File: src/rtl/cmp_result_monitor.sv
// cmp_result_monitor: statistics and state tracker for a 2-bit magnitude
// comparator's gt/eq/lt result flags. Keeps saturating per-result counters,
// an equality streak with a lock indication, and the last accepted result.
// Optional build macro: CMP_MON_ONEHOT_CHECK_EN. When it is defined,
// malformed (not one-hot) samples are rejected and raise a sticky err.
// Without it, err is tied low and multi-flag samples resolve eq > gt > lt.
module cmp_result_monitor #(
    parameter int unsigned CNT_W  = 8,
    parameter int unsigned LOCK_N = 4
) (
    input  logic             clk,
    input  logic             rst_n,
    input  logic             in_valid,
    input  logic             gt,
    input  logic             eq,
    input  logic             lt,
    input  logic             clr,
    output logic [CNT_W-1:0] gt_cnt,
    output logic [CNT_W-1:0] eq_cnt,
    output logic [CNT_W-1:0] lt_cnt,
    output logic [CNT_W-1:0] streak,
    output logic             lock,
    output logic [1:0]       state,
    output logic             err
);

    typedef enum logic [1:0] {
        ST_IDLE = 2'd0,
        ST_EQ   = 2'd1,
        ST_GT   = 2'd2,
        ST_LT   = 2'd3
    } state_t;

    localparam logic [CNT_W-1:0] CNT_MAX = {CNT_W{1'b1}};
    localparam logic [CNT_W-1:0] LOCK_TH = CNT_W'(LOCK_N);

    state_t           state_q;
    logic             accept;
    logic             sel_eq;
    logic             sel_gt;
    logic             sel_lt;
    logic [CNT_W-1:0] streak_nxt;

`ifdef CMP_MON_ONEHOT_CHECK_EN
    logic [1:0] flag_cnt;
    logic       malformed;

    // Only strictly one-hot samples are accepted; anything else is malformed.
    always_comb begin
        flag_cnt  = 2'(gt) + 2'(eq) + 2'(lt);
        accept    = in_valid && (flag_cnt == 2'd1);
        malformed = in_valid && (flag_cnt != 2'd1);
        sel_eq    = eq;
        sel_gt    = gt;
        sel_lt    = lt;
    end

    // Sticky malformed-sample flag, cleared only by clr or reset.
    always_ff @(posedge clk or negedge rst_n) begin
        if (!rst_n) begin
            err <= 1'b0;
        end else if (clr) begin
            err <= 1'b0;
        end else if (malformed) begin
            err <= 1'b1;
        end
    end
`else
    // Any set flag is accepted; overlapping flags resolve eq > gt > lt.
    always_comb begin
        accept = in_valid && (gt || eq || lt);
        sel_eq = eq;
        sel_gt = !eq && gt;
        sel_lt = !eq && !gt && lt;
    end

    assign err = 1'b0;
`endif

    // Next streak value; lock is derived from it so both move together.
    always_comb begin
        streak_nxt = streak;
        if (accept) begin
            if (sel_eq) begin
                streak_nxt = (streak == CNT_MAX) ? streak : streak + CNT_W'(1);
            end else begin
                streak_nxt = '0;
            end
        end
    end

    // Result state machine, saturating counters, streak and lock.
    always_ff @(posedge clk or negedge rst_n) begin
        if (!rst_n) begin
            state_q <= ST_IDLE;
            gt_cnt  <= '0;
            eq_cnt  <= '0;
            lt_cnt  <= '0;
            streak  <= '0;
            lock    <= 1'b0;
        end else if (clr) begin
            state_q <= ST_IDLE;
            gt_cnt  <= '0;
            eq_cnt  <= '0;
            lt_cnt  <= '0;
            streak  <= '0;
            lock    <= 1'b0;
        end else if (accept) begin
            if (sel_eq) begin
                state_q <= ST_EQ;
                if (eq_cnt != CNT_MAX) eq_cnt <= eq_cnt + CNT_W'(1);
            end else if (sel_gt) begin
                state_q <= ST_GT;
                if (gt_cnt != CNT_MAX) gt_cnt <= gt_cnt + CNT_W'(1);
            end else if (sel_lt) begin
                state_q <= ST_LT;
                if (lt_cnt != CNT_MAX) lt_cnt <= lt_cnt + CNT_W'(1);
            end
            streak <= streak_nxt;
            lock   <= (streak_nxt >= LOCK_TH);
        end
    end

    assign state = state_q;

endmodule

File: config.mk
export PLATFORM = sky130hd
export DESIGN_NAME = cmp_result_monitor
export DESIGN_NICKNAME = d
export VERILOG_FILES = /design/src/rtl/cmp_result_monitor.sv
export SDC_FILE = /design/constraint.sdc
export NUM_CORES = 1
export LEC_CHECK = 0
export BUFFER_PORTS_ARGS = -buffer_cell sky130_fd_sc_hd__buf_2
export CORE_ASPECT_RATIO = 1.75
export CORE_MARGIN = 2
export CORE_UTILIZATION = 53
export CTS_CLUSTER_SIZE = 12
export DETAILED_ROUTE_END_ITERATION = 6
export GPL_ROUTABILITY_DRIVEN = 1
export GPL_TIMING_DRIVEN = 0
export PLACE_DENSITY_LB_ADDON = 0.12
export SLEW_MARGIN = 5
export SYNTH_ARGS = -nofsm -noshare
export SYNTH_HDL_FRONTEND = slang
export SYNTH_SLANG_ARGS = --single-unit
File: constraint.sdc
create_clock -name clk -period 2.4 [get_ports clk]
set_clock_uncertainty 0.15 [all_clocks]
set_input_delay 0.12 -clock clk [delete_from_list [all_inputs] [get_ports clk]]
set_output_delay 0.12 -clock clk [all_outputs]
set_load 0.02 [all_outputs]
; After elaboration in Yosys (flattened, before gate mapping)
; Index checks and enable logic that the tools add are counted.
[totals]
register_bits = 35
elab_cells = 64
output_inout_bits = 36
input_bits = 7
[classes]
magnitude_cmp = 1
n_reduce_logical = 20
n_addsub = 4
n_mux = 27
n_eq_ne = 6
[op_table]
columns = operator, n
row1 = two-way mux 8 bit, 20
row2 = adder 8 x 1 -> 8 bit (second input constant), 4
row3 = != test 8 bit (second input constant), 3
row4 = nonzero test 2 bit, 7
row5 = two-way mux 2 bit, 5
row6 = equality test 8 bit (second input constant), 1
row7 = >= comparator 8 x 3 -> 1 bit (second input constant), 1
row8 = AND reduction 5 bit, 1
row9 = logical AND 1 bit, 4
row10 = AND reduction 4 bit, 1
row11 = nonzero test 4 bit, 1
row12 = AND reduction 3 bit, 1
row13 = logical NOT 1 bit, 2
row14 = logical OR 1 bit, 2
row15 = two-way mux 1 bit, 2
row16 = != test 2 x 1 -> 1 bit (second input constant), 1
row17 = != test 2 bit (second input constant), 1
row18 = AND reduction 2 bit, 1

; Longest topological paths before layout
[logic_depth]
word_depth = 8
mapped_depth = 6
depth_no_buf = 6

; Worst setup path before layout
; OpenSTA, ideal clock, no wires.
[synth_path]
path_type = register -> register
start = register streak[0]
end = register lock
setup_time_ps = 99
slack_ps = 280
period_less_slack_ps = 2120
path_stages_with_launch = 7
required_ps = 2151
arrival_ps = 1871
path_buffers = 0
cell_sequence = dfrtp_1 -> ha_1 -> nand4_1 -> o21ai_4 -> or4_1 -> a21o_1 -> a311oi_1
[synth_between]
elab_chain_len = 7
word_cells_on_any_way = 8
classes_between = 1 x add/sub / 1 x order compare / 1 x eq/ne / 5 x mux
[synth_lines]
columns = item, line
row1 = from (decl), 21  ; output logic [CNT_W-1:0] streak,
row2 = from (signal assigned), 119  ; streak <= streak_nxt;
row3 = adder 8 x 1 -> 8 bit / equality test 8 bit (equally long branches), 85  ; streak_nxt = (streak == CNT_MAX) ? streak : streak + CNT_W'(1);
row4 = two-way mux 8 bit, 85
row5 = two-way mux 8 bit, 84  ; if (sel_eq) begin
row6 = two-way mux 8 bit (*), 83  ; if (accept) begin
row7 = >= comparator 8 x 3 -> 1 bit (*), 120  ; lock <= (streak_nxt >= LOCK_TH);
row8 = two-way mux 1 bit (*), 108  ; end else if (accept) begin
row9 = two-way mux 1 bit (*), 101  ; end else if (clr) begin
row10 = to (signal assigned), 120
row11 = to (decl), 22  ; output logic lock,
; Every way passes the cells marked *; elsewhere a longest branch is shown, timed or not. The select of a mux whose other input is x is not followed.
; A chain may end at the register's enable or synchronous reset.

; Worst setup path in the final report
; Ends and elaborated chain as after synthesis.

==> reports/metrics.json <==
{
  "critical_path_arrival_ns": 2.24,
  "number_of_enable_type_register_cells_in_the_synthesized_netlist": 0,
  "syn-num-nets": 209,
  "std_cell_rows": 28,
  "detail_route.iter0.violations": 25,
  "final_max_slew_viol_count": 0,
  "worst_skew_pair.late_latency_ns": 0.29,
  "netlist_area_um2": 1903,
  "synth_ff_type": "dfrtp_1",
  "antennaDiodeCount": 0,
  "critical-path-slowest-cell": "dfrtp_1",
  "criticalPathCategory": "reg2reg",
  "postCtsSetupRepairBufs": 0,
  "synthToLayoutAreaGrowth_pct": 19.13,
  "crit_chain": "ha_1, nand3_1, o41ai_1, a32oi_1, nor4b_1, a311oi_1",
  "initial_utilization": 0.5600,
  "worst_pin_slew_ns": 0.7707,
  "grt_pass1_wl_um": 7189,
  "critPathMaxFanout": 5,
  "wl_um": 4182,
  "post_route_cells_drive_above_1_share": 0.2073,
  "num_io_pins": 43,
  "p_per_area_nw_per_um2": 508.3,
  "data_required_time_at_the_worst_endpoint_ns": 2.40,
  "use_met1": 0.2697,
  "cp_top_family": "compound AO/OA/AOI/OAI gates",
  "global_route.peak_usage_layer": "met2",
  "dieArea_um2": 4105,
  "drc_errors": 0,
  "relSlewSlack": 0.4862,
  "vias": 1612,
  "power.ir.vdd_worst_mv": 0.4471,
  "endpoint_kind": "flip-flop",
  "first_global_vias": 1571,
  "final_antenna_net_count": 0,
  "clock_period_minus_final_worst_setup_slack_ns": 2.242,
  "post-dp-hpwl_um": 2950,
  "timing_hold_violations_final": 0,
  "placeableCoreArea_um2": 3398,
  "setup_total_negative_slack_ns": 0,
  "root_buffer_master": "clkbuf_8",
  "cpPeakStageDelay_ns": 0.43,
  "portBuffers": 38,
  "grt_usage": 0.2255,
  "postSynthAreaPerCell_um2": 9.611,
  "start_kind": "flip-flop",
  "bufs_on_longest_clock_path": 2,
  "p_leak_nw": 1.074,
  "postSynthCellCount": 198,
  "fp.dieW_um": 49.30,
  "type_of_the_worst_min_delay_path": "in2reg",
  "run_status": "complete, no violations",
  "use_met2": 0.3931,
  "tritoncts": "built",
  "finalPower_mw": 1.152,
  "ys_seq_elements": 35,
  "grt_setup_unrepaired": "no",
  "detail_route.first_pass.iterations": 4,
  "gr_layer_usage_met3": 0.04317,
  "netlist.top_cell.by_area": "dfrtp_1",
  "cap_violations": 0,
  "preCtsSetupSlack_ns": 0.2072,
  "layout.filler_cells": 312,
  "gp_congestion": 0.8548,
  "antenna_found_initial": 0,
  "clk_transition_reported_paths_ns": 0.07,
  "fraction_of_registers_with_async_set_or_reset_after_synthesis": 1.000,
  "seq_area_frac_synth": 0.4602,
  "routed_via_density": 5.540,
  "regToRegSetupSlack_ns": 0.16,
  "timing.fmax_mhz": 445.9,
  "timing.critical_path.buf_inv": 0,
  "htree_num_levels": 2,
  "cts.sinks": 35,
  "globalRoute.totalOverflow": 0,
  "yosysTopAreaCellShare": 0.4602,
  "final_net_count": 257,
  "final_min_period_over_clock_period": 0.9344,
  "yosys_warnings": 0,
  "numCtsBuffers": 5,
  "synth_area_leaders": "dfrtp_1 46%, nor2_1 5.7%, xor2_1 5.1%",
  "drt-wirelength-per-cell_um": 14.37,
  "chip_height_um": 83.27,
  "setup_violations": 0,
  "grt_max_degree": 36,
  "synth_cell_types": 46,
  "layout_setup_ws_ns": 0.1576
}
per-stage QoR:
step / util / hold WS [ns] / std cells / area [um2]
after floorplan: - / -0.3256 / 198 / 1903
after global placement: 0.6325 / 0.08771 / 281 / 2150
after detailed placement: 0.6325 / 0.09451 / 281 / 2150
after CTS: 0.6672 / 0.05418 / 291 / 2267
after global routing: 0.6672 / 0.1039 / 291 / 2267
final: 0.6672 / 0.06298 / 291 / 2267
final cells by class:
type | count | area, um2 | area share
inverters | 7 | 26.28 | 0.01159
well taps | 45 | 56.30 | 0.02483
flip-flops and latches | 35 | 875.8 | 0.3863
clock inverters | 1 | 5.005 | 0.002208
repair buffers | 41 | 220.2 | 0.09713
plain buffers | 8 | 46.29 | 0.02042
clock buffers | 6 | 82.58 | 0.03642
multi-input cells | 148 | 954.7 | 0.4211
registers in the layout (all words and copies together) (netlist names):
name,flops
eq_cnt,8
gt_cnt,8
lock,1
lt_cnt,8
state,2
streak,8
cells by family after synthesis:
family / count (synthesis) / synth area share
other cells: 1 / 0.001970
simple gates: 86 / 0.2209
compound gates: 32 / 0.1341
buf+inv: 15 / 0.03813
mux: 5 / 0.02630
fa+ha+maj: 4 / 0.02630
xor+xnor: 20 / 0.09205
flops: 35 / 0.4602
cell usage in the layout (no fill, tap or decap), drive strengths merged, types with 2 or more instances in the layout:
master,Yosys,layout
inv,7,7
clkbuf,4,10
o31a,2,2
nor3,8,8
xnor2,9,9
nor4,2,2
o21ai,4,4
nand4,8,8
or3,4,4
nand2,15,15
xor2,11,11
a21oi,5,5
nor2,29,29
nand3,8,8
dfrtp,35,35
ha,4,4
buf,4,42
nor2b,3,3
mux2i,5,5
dlygate4sd3,0,3
o2111ai,2,2
a211oi,2,2
a41oi,2,2
a311oi,2,2
and3,3,3
o31ai,3,3
power by group:
group / switching (mW) / total (mW) / internal [mW]
logic: 0.0754 / 0.116 / 0.0403
registers: 0.0138 / 0.614 / 0.600
clock network: 0.198 / 0.423 / 0.225
total: 0.287 / 1.15 / 0.865
final timing paths:
check	start	to	cells after the start
worst min register to register	state[1]	state[1]	2
worst min-delay path	clr	streak[2]	2
worst max register to register	streak[0]	lock	6
min in group asynchronous	rst_n	streak[5]	2
max in group asynchronous	rst_n	streak[4]	2
worst max-delay path	streak[0]	lock	6
cells in the mapped netlist, drive strengths merged (2+ instances only):
cell type / n
xor2: 11
nor2: 29
o2111ai: 2
buf: 4
nor4: 2
nand3: 8
dfrtp: 35
nor2b: 3
nand4: 8
a311oi: 2
a21oi: 5
nand2: 15
xnor2: 9
o31a: 2
o21ai: 4
ha: 4
a41oi: 2
or3: 4
a211oi: 2
and3: 3
clkbuf: 4
nor3: 8
inv: 7
o31ai: 3
mux2i: 5
what timing repair did:
action                                 in CTS  in global routing
endpoints found under the hold margin      37                  0
hold buffers                                3                  0
resized for setup                           0                  0
metal layers:
| metal | share of wire | routed length, um |
|---|---|---|
| met3 | 0.036 | 149 |
| met4 | 0.012 | 52 |
| met5 | 0 | 0 |
| met1 | 0.42 | 1761 |
| met2 | 0.53 | 2219 |
worst reg2reg max path, cell delays in order (launching register included):
cell      delay (ns)
dfrtp_1         0.43
ha_1            0.28
nand3_1         0.16
o41ai_1         0.43
a32oi_1         0.12
nor4b_1         0.38
a311oi_1        0.15
No activity file was read; power rests on OpenSTA's default activity.
